--- config.mk ---
export PLATFORM = sky130hd
export DESIGN_NAME = branch_predictor
export DESIGN_NICKNAME = d
export VERILOG_FILES = /design/src/rtl/bp_pkg.sv /design/src/rtl/bp_sat_counter.sv /design/src/rtl/branch_predictor.sv
export SDC_FILE = /design/constraint.sdc
export NUM_CORES = 2
export LEC_CHECK = 0
export ABC_CLOCK_PERIOD_IN_PS = 11700
export CORE_MARGIN = 8
export CORE_UTILIZATION = 40
export DETAILED_ROUTE_END_ITERATION = 12
export PLACE_DENSITY_LB_ADDON = 0.1
export RECOVER_POWER = 50
export SYNTH_ARGS = -nofsm -noshare
export SYNTH_HDL_FRONTEND = slang
export SYNTH_SLANG_ARGS = --single-unit
--- constraint.sdc ---
create_clock -name clk -period 11.7 [get_ports clk]
set_clock_uncertainty 0.1 [all_clocks]
set_input_delay 1.17 -clock clk [delete_from_list [all_inputs] [get_ports clk]]
set_output_delay 1.17 -clock clk [all_outputs]
set_load 0.005 [all_outputs]
--- src/rtl/bp_pkg.sv ---
// Purpose: shared types and helpers for the branch predictor (index/tag split, counter constants).
// Latency: n/a (package only).
// Backpressure: n/a (package only).
package bp_pkg;

  // Counter value after reset: strongly not-taken.
  localparam int unsigned CNT_RESET = 0;

  // Direction flags kept per table entry. Each entry is this pair plus the
  // tag, target and counter fields. Those fields have parameter-dependent
  // widths, so branch_predictor wraps this struct into its entry type.
  typedef struct packed {
    logic valid;
    logic jump;
  } bp_flags_t;

  // Saturation ceiling of a w-bit counter (all ones).
  function automatic int unsigned cnt_max(input int unsigned w);
    return 32'((64'd1 << w) - 64'd1);
  endfunction

  // Weakly taken: MSB set, remaining bits clear.
  function automatic int unsigned cnt_weak_taken(input int unsigned w);
    return 32'(64'd1 << (w - 1));
  endfunction

  // Table index: word-address bits directly above the ignored byte offset.
  function automatic int unsigned bp_index(input logic [63:0] pc, input int unsigned idx_bits);
    return 32'((pc >> 2) & ((64'd1 << idx_bits) - 64'd1));
  endfunction

  // Tag: every PC bit above the index field.
  function automatic logic [63:0] bp_tag(input logic [63:0] pc, input int unsigned idx_bits);
    return pc >> (idx_bits + 2);
  endfunction

endpackage

--- src/rtl/bp_sat_counter.sv ---
// Purpose: next-state logic for a saturating up/down direction counter.
// Latency: combinational, zero cycles.
// Backpressure: none; the caller qualifies when the result is stored.
module bp_sat_counter
  import bp_pkg::*;
#(
  parameter int COUNTER_WIDTH = 2
) (
  input  logic [COUNTER_WIDTH-1:0] i_cnt,
  input  logic                     i_inc,
  input  logic                     i_dec,
  input  logic                     i_set_max,
  output logic [COUNTER_WIDTH-1:0] o_cnt
);

  localparam logic [COUNTER_WIDTH-1:0] CNT_MAX = COUNTER_WIDTH'(cnt_max(COUNTER_WIDTH));
  localparam logic [COUNTER_WIDTH-1:0] CNT_MIN = COUNTER_WIDTH'(CNT_RESET);

  // Set-max wins over inc/dec; inc and dec hold at their respective rails.
  always_comb begin
    o_cnt = i_cnt;
    if (i_set_max) begin
      o_cnt = CNT_MAX;
    end else if (i_inc && (i_cnt != CNT_MAX)) begin
      o_cnt = i_cnt + 1'b1;
    end else if (i_dec && (i_cnt != CNT_MIN)) begin
      o_cnt = i_cnt - 1'b1;
    end
  end

endmodule

--- src/rtl/branch_predictor.sv ---
// Purpose: direct-mapped BTB with saturating direction counters, mispredict detection and statistics.
// Latency: lookup, mispredict and redirect are combinational; table and counters update on the next clk edge.
// Backpressure: none; fetch stalls need no input, the caller drops update_en for flushed/bubbled slots.
module branch_predictor
  import bp_pkg::*;
#(
  parameter int ADDRESS_WIDTH = 32,
  parameter int ENTRIES       = 16,
  parameter int COUNTER_WIDTH = 2,
  parameter int STAT_WIDTH    = 32
) (
  input  logic                     clk,
  input  logic                     rst,
  input  logic [ADDRESS_WIDTH-1:0] pcf,
  output logic                     predict_takenf,
  output logic [ADDRESS_WIDTH-1:0] predict_targetf,
  input  logic                     update_en,
  input  logic [ADDRESS_WIDTH-1:0] pce,
  input  logic                     is_jumpe,
  input  logic                     takene,
  input  logic [ADDRESS_WIDTH-1:0] pctargete,
  input  logic                     predicted_takene,
  input  logic [ADDRESS_WIDTH-1:0] predicted_targete,
  output logic                     mispredicte,
  output logic [ADDRESS_WIDTH-1:0] redirect_pce,
  output logic [STAT_WIDTH-1:0]    branch_count,
  output logic [STAT_WIDTH-1:0]    mispredict_count
);

  localparam int unsigned IDX   = $clog2(ENTRIES);
  localparam int          TAG_W = ADDRESS_WIDTH - int'(IDX) - 2;

  localparam logic [COUNTER_WIDTH-1:0] CNT_MAX        = COUNTER_WIDTH'(cnt_max(COUNTER_WIDTH));
  localparam logic [COUNTER_WIDTH-1:0] CNT_WEAK_TAKEN = COUNTER_WIDTH'(cnt_weak_taken(COUNTER_WIDTH));

  // Reject geometries the index split and counter logic cannot represent.
  if ((ENTRIES < 2) || ((ENTRIES & (ENTRIES - 1)) != 0)) begin : g_bad_entries
    $error("branch_predictor: ENTRIES must be a power of 2 and at least 2");
  end
  if (COUNTER_WIDTH < 1) begin : g_bad_counter
    $error("branch_predictor: COUNTER_WIDTH must be at least 1");
  end

  typedef struct packed {
    bp_flags_t                flags;
    logic [TAG_W-1:0]         tag;
    logic [ADDRESS_WIDTH-1:0] target;
    logic [COUNTER_WIDTH-1:0] counter;
  } entry_t;

  entry_t r_table [ENTRIES];

  logic [STAT_WIDTH-1:0] r_branch_count;
  logic [STAT_WIDTH-1:0] r_mispredict_count;

  // Fetch-side lookup wires.
  logic [IDX-1:0]   w_fidx;
  logic [TAG_W-1:0] w_ftag;
  logic             w_fhit;

  // Execute-side update wires.
  logic [IDX-1:0]           w_eidx;
  logic [TAG_W-1:0]         w_etag;
  entry_t                   w_eentry;
  logic                     w_ehit;
  logic [COUNTER_WIDTH-1:0] w_cnt_next;
  entry_t                   w_wr_entry;
  logic                     w_wr_en;

  assign w_fidx = IDX'(bp_index(64'(pcf), IDX));
  assign w_ftag = TAG_W'(bp_tag(64'(pcf), IDX));
  assign w_fhit = r_table[w_fidx].flags.valid && (r_table[w_fidx].tag == w_ftag);

  // Jumps are always taken once seen; branches follow the counter MSB.
  assign predict_takenf  = w_fhit &&
                           (r_table[w_fidx].flags.jump || r_table[w_fidx].counter[COUNTER_WIDTH-1]);
  assign predict_targetf = predict_takenf ? r_table[w_fidx].target
                                          : pcf + ADDRESS_WIDTH'(4);

  assign w_eidx   = IDX'(bp_index(64'(pce), IDX));
  assign w_etag   = TAG_W'(bp_tag(64'(pce), IDX));
  assign w_eentry = r_table[w_eidx];
  assign w_ehit   = w_eentry.flags.valid && (w_eentry.tag == w_etag);

  // A jump pins the counter high; a branch moves it one step toward its outcome.
  bp_sat_counter #(
    .COUNTER_WIDTH(COUNTER_WIDTH)
  ) u_sat_counter (
    .i_cnt    (w_eentry.counter),
    .i_inc    (takene && !is_jumpe),
    .i_dec    (!takene && !is_jumpe),
    .i_set_max(is_jumpe),
    .o_cnt    (w_cnt_next)
  );

  // Build the replacement entry: train on hit, allocate only on a taken miss.
  always_comb begin
    w_wr_entry = w_eentry;
    w_wr_en    = 1'b0;
    if (update_en) begin
      if (w_ehit) begin
        w_wr_en            = 1'b1;
        w_wr_entry.counter = w_cnt_next;
        // jalr targets can move, so jumps refresh the target on every hit.
        if (takene || is_jumpe) begin
          w_wr_entry.target = pctargete;
        end
      end else if (takene) begin
        w_wr_en                = 1'b1;
        w_wr_entry.flags.valid = 1'b1;
        w_wr_entry.flags.jump  = is_jumpe;
        w_wr_entry.tag         = w_etag;
        w_wr_entry.target      = pctargete;
        w_wr_entry.counter     = is_jumpe ? CNT_MAX : CNT_WEAK_TAKEN;
      end
    end
  end

  // Table storage: whole-table clear on reset, else one entry written per resolved op.
  always_ff @(posedge clk) begin
    if (rst) begin
      for (int i = 0; i < ENTRIES; i++) begin
        r_table[i] <= '0;
      end
    end else if (w_wr_en) begin
      r_table[w_eidx] <= w_wr_entry;
    end
  end

  assign mispredicte  = update_en &&
                        ((predicted_takene != takene) ||
                         (takene && (predicted_targete != pctargete)));
  assign redirect_pce = takene ? pctargete : pce + ADDRESS_WIDTH'(4);

  // Event counters: free-running and wrapping, visible one cycle after the event.
  always_ff @(posedge clk) begin
    if (rst) begin
      r_branch_count     <= '0;
      r_mispredict_count <= '0;
    end else begin
      if (update_en) begin
        r_branch_count <= r_branch_count + 1'b1;
      end
      if (mispredicte) begin
        r_mispredict_count <= r_mispredict_count + 1'b1;
      end
    end
  end

  assign branch_count     = r_branch_count;
  assign mispredict_count = r_mispredict_count;

endmodule

==> reports/qor.csv <==
metric,value,unit
outcome,finished with violations,
failing checks,"capacitance limit, slew limit",
DR pass1 iterations,6,
CTS tree,built,
first-pass GRT wire length,313,mm
Area contributors post-synth,"edfxtp_1 52%, mux4_2 22%, nor2_1 7.2%",
"CTS clk-pin slew, worst paths",0.06,ns
H-tree Lvls,3,
Worst EP required,11.94,ns
DRT antenna net count,0,
"Net Count, Synth",4200,
share of the synthesized area in the top cell type,52.0,%
critical path class,in -> reg,
P_leak,22.3,nW
gr usage total,28.3,%
layout cell share with drive strength beyond 1,20.9,%
antenna violations before repair,17,
"Hold-fix buffers, CTS",0,
Post-synth EDFFs,992,
HP Class,reg -> reg,
Switching Fraction,26.4,%
CTS sink cnt,1056,
IO Pins,264,
RR Startpoint,r_table[2][47],
Reg power frac,45.7,%
RSZ-0062 raised after global routing,no,
Avg WL per Cell,36.6,um
Die Y,394,um
area delta synth->final,13.0,%
Final Max Tran Viols,882,
crit path max-delay cell type,clkbuf_1,
Placed Cells,5957,
critical-path cell list,buf_8 -> clkbuf_1 -> nor2b_1 -> a22o_1 -> or2_2 -> a2111oi_0 -> nand4_1 -> a2111oi_0 -> a21oi_4 -> buf_4 -> mux2i_1 -> nor2_1,
r2r endpoint,r_table[11][36],
Final Hold Viols,0,
PostCTS Resize Cnt,0,
vias in the first global route,38400,
via count,39100,
CP dominant cell by count,a2111oi_0,
largest net degree at the start of global routing,94,
P per Cell Area,147,nW/um2
Internal,6.99,mW
Final WS setup,2.04,ns
Syn Area/Cell,14.1,um2
grt total ovfl,0,
drt initial violations,5017,
total CTS buffers,117,
worst IR drop on VDD,144,uV
slew margin rel.,-185,%
asr flop ratio synth,0,%
"slowest stage delay, CP",1.95,ns
CP max FO,83,
Least-Margin Pin Slew,4.27,ns
Root Driver,clkbuf_16,
register-to-register setup slack,4.93,ns
core area,143000,um2
gpl congestion,0.928,
# DRC,0,
Worst EP arrival,9.90,ns
period utilization,82.6,%
Fillers,12900,
via/cell ratio,6.32,
most instantiated library cell after synthesis,nor2_1,
critical path endpoint,r_table[11][40],
routed wire length,226,mm
Peak Freq,0.104,GHz
DIE AREA,156000,um2
detailed placer's ending HPWL,139,mm
Synth cell types,75,
"FF+latch count, synth",1056,
setup_tns,0,ns
CP startpoint kind,primary input,
Yosys top cell by area,edfxtp_1,
postcts setup bufs,0,
Nets,4316,
maximum capacitance violations,40,
Clock Path Buffers,3,
Post-Place Worst Slack,3.50,ns
commonest cells in the netlist,"1092 x nor2_1, 992 x edfxtp_1, 562 x mux4_2",
Critical Path Start,pce[3],
Sw Pwr,2.50,mW
Final Non-Filler Cells,6184,
die width,394,um
endpoint type of the worst setup path,register,
clock power share,40.7,%
Setup Viol. Count Final,0,
"Seq/Total Area, Yosys",54.2,%
Port-buffer cells,263,
hold slack,0.398,ns
clock latency at the later pin of the worst-skew pair,0.74,ns
Gate Count Post-Synth,4057,
min Tclk post-route,9.66,ns
Initial Utilization,40.1,%
Synth Flop Type,edfxtp_1,
Mapped Area,57300,um2
Reg2Reg Depth,11,
Logic pwr share,13.7,%
site row count,139,
synthesis warning total,0,
-- layout by cell type (no fill, tap or decap), types with 8 or more instances in the layout --
| cell type | netlist | layout |
|---|---|---|
| dlygate4sd3_1 | 0 | 86 |
| nor3_1 | 38 | 38 |
| nand2b_1 | 23 | 9 |
| mux2i_1 | 90 | 137 |
| nand2b_4 | 0 | 14 |
| and4_1 | 8 | 8 |
| mux4_2 | 562 | 562 |
| inv_1 | 46 | 45 |
| nor2_1 | 1092 | 1092 |
| nor4_1 | 15 | 15 |
| bufinv_16 | 0 | 16 |
| mux2_2 | 29 | 27 |
| ha_1 | 9 | 9 |
| and3_1 | 25 | 25 |
| nor2b_1 | 12 | 12 |
| clkbuf_1 | 135 | 42 |
| a21oi_1 | 49 | 49 |
| o21ai_0 | 59 | 60 |
| clkbuf_16 | 0 | 121 |
| nand3_1 | 42 | 39 |
| buf_4 | 19 | 75 |
| xor2_1 | 79 | 79 |
| edfxtp_1 | 992 | 992 |
| clkdlybuf4s50_1 | 0 | 167 |
| dfxtp_1 | 64 | 64 |
| nand2_1 | 132 | 131 |
| nand3_4 | 10 | 13 |
| clkinv_2 | 0 | 17 |
| nand4_1 | 32 | 32 |
| or3_1 | 15 | 15 |
| xnor2_1 | 106 | 106 |
| clkinv_1 | 1 | 28 |
| o22ai_1 | 11 | 11 |
-- flip-flops by register name, summed over array words and instances, names as in the netlist --
register,cells
r_table,992
mispredict_count,32
branch_count,32
-- layout make-up --
cell class	instances	area, um2	share of cell area (%)
inverters	50	193	0.298
diodes	7	17.5	0.0270
clock inverters	71	773	1.19
clock buffers	149	3150	4.87
well taps	1903	2380	3.68
multi-input cells	2592	23900	36.8
flip-flops and latches	1056	31100	48.0
repair buffers	356	3320	5.13
-- cell families after synthesis --
group	after synthesis	synth area share, %
compound gates	196	2.27
fa+ha+maj	9	0.197
xor+xnor	185	2.83
simple gates	1465	10.8
buf+inv	409	3.51
flops	1056	54.2
mux	737	26.2
-- per-layer routing --
layer | GRT usage [%] | vias up | part of all wire [%]
met2 | 42.8 | 2340 | 45
li1 | - | 15600 | -
met3 | 8.78 | 337 | 12
met4 | 7.31 | 12 | 2.7
met5 | 0 | - | 0.038
met1 | 39.7 | 20700 | 41
-- metrics by stage --
step,util (%),instance area (um2),total power [mW]
detailed placement,43.0,61500,5.74
finish,45.3,64800,9.49
CTS,45.7,65400,9.56
floorplan,-,57300,5.20
global placement,43.0,61500,5.74
global route,45.3,64700,9.73
-- how the worst min path moves through the flow --
stage | cells after the start | to | startpoint
after CTS | 2 | mispredict_count[6] | mispredict_count[6]
after global placement | 2 | mispredict_count[6] | mispredict_count[6]
after floorplan | 2 | branch_count[28] | branch_count[28]
after detailed placement | 2 | mispredict_count[6] | mispredict_count[6]
after global routing | 2 | mispredict_count[6] | mispredict_count[6]
final | 2 | branch_count[28] | branch_count[28]
-- critical path, delay by kind of cell --
kind                   cells  cell delay [ns]
multiplexers               1             1.49
AND/OR/NAND/NOR            4             1.11
AO/OA/AOI/OAI              4             2.97
buffers and inverters      3             2.99
-- power by group through the flow --
stage,clock network [mW],logic (mW),registers (mW)
after global routing,4.04,1.35,4.35
after floorplan,0,0.817,4.39
after global placement,0,1.33,4.41
after CTS,3.90,1.33,4.33
final,3.86,1.30,4.34
after detailed placement,0,1.32,4.41
Power figures use the tool's default switching activity.
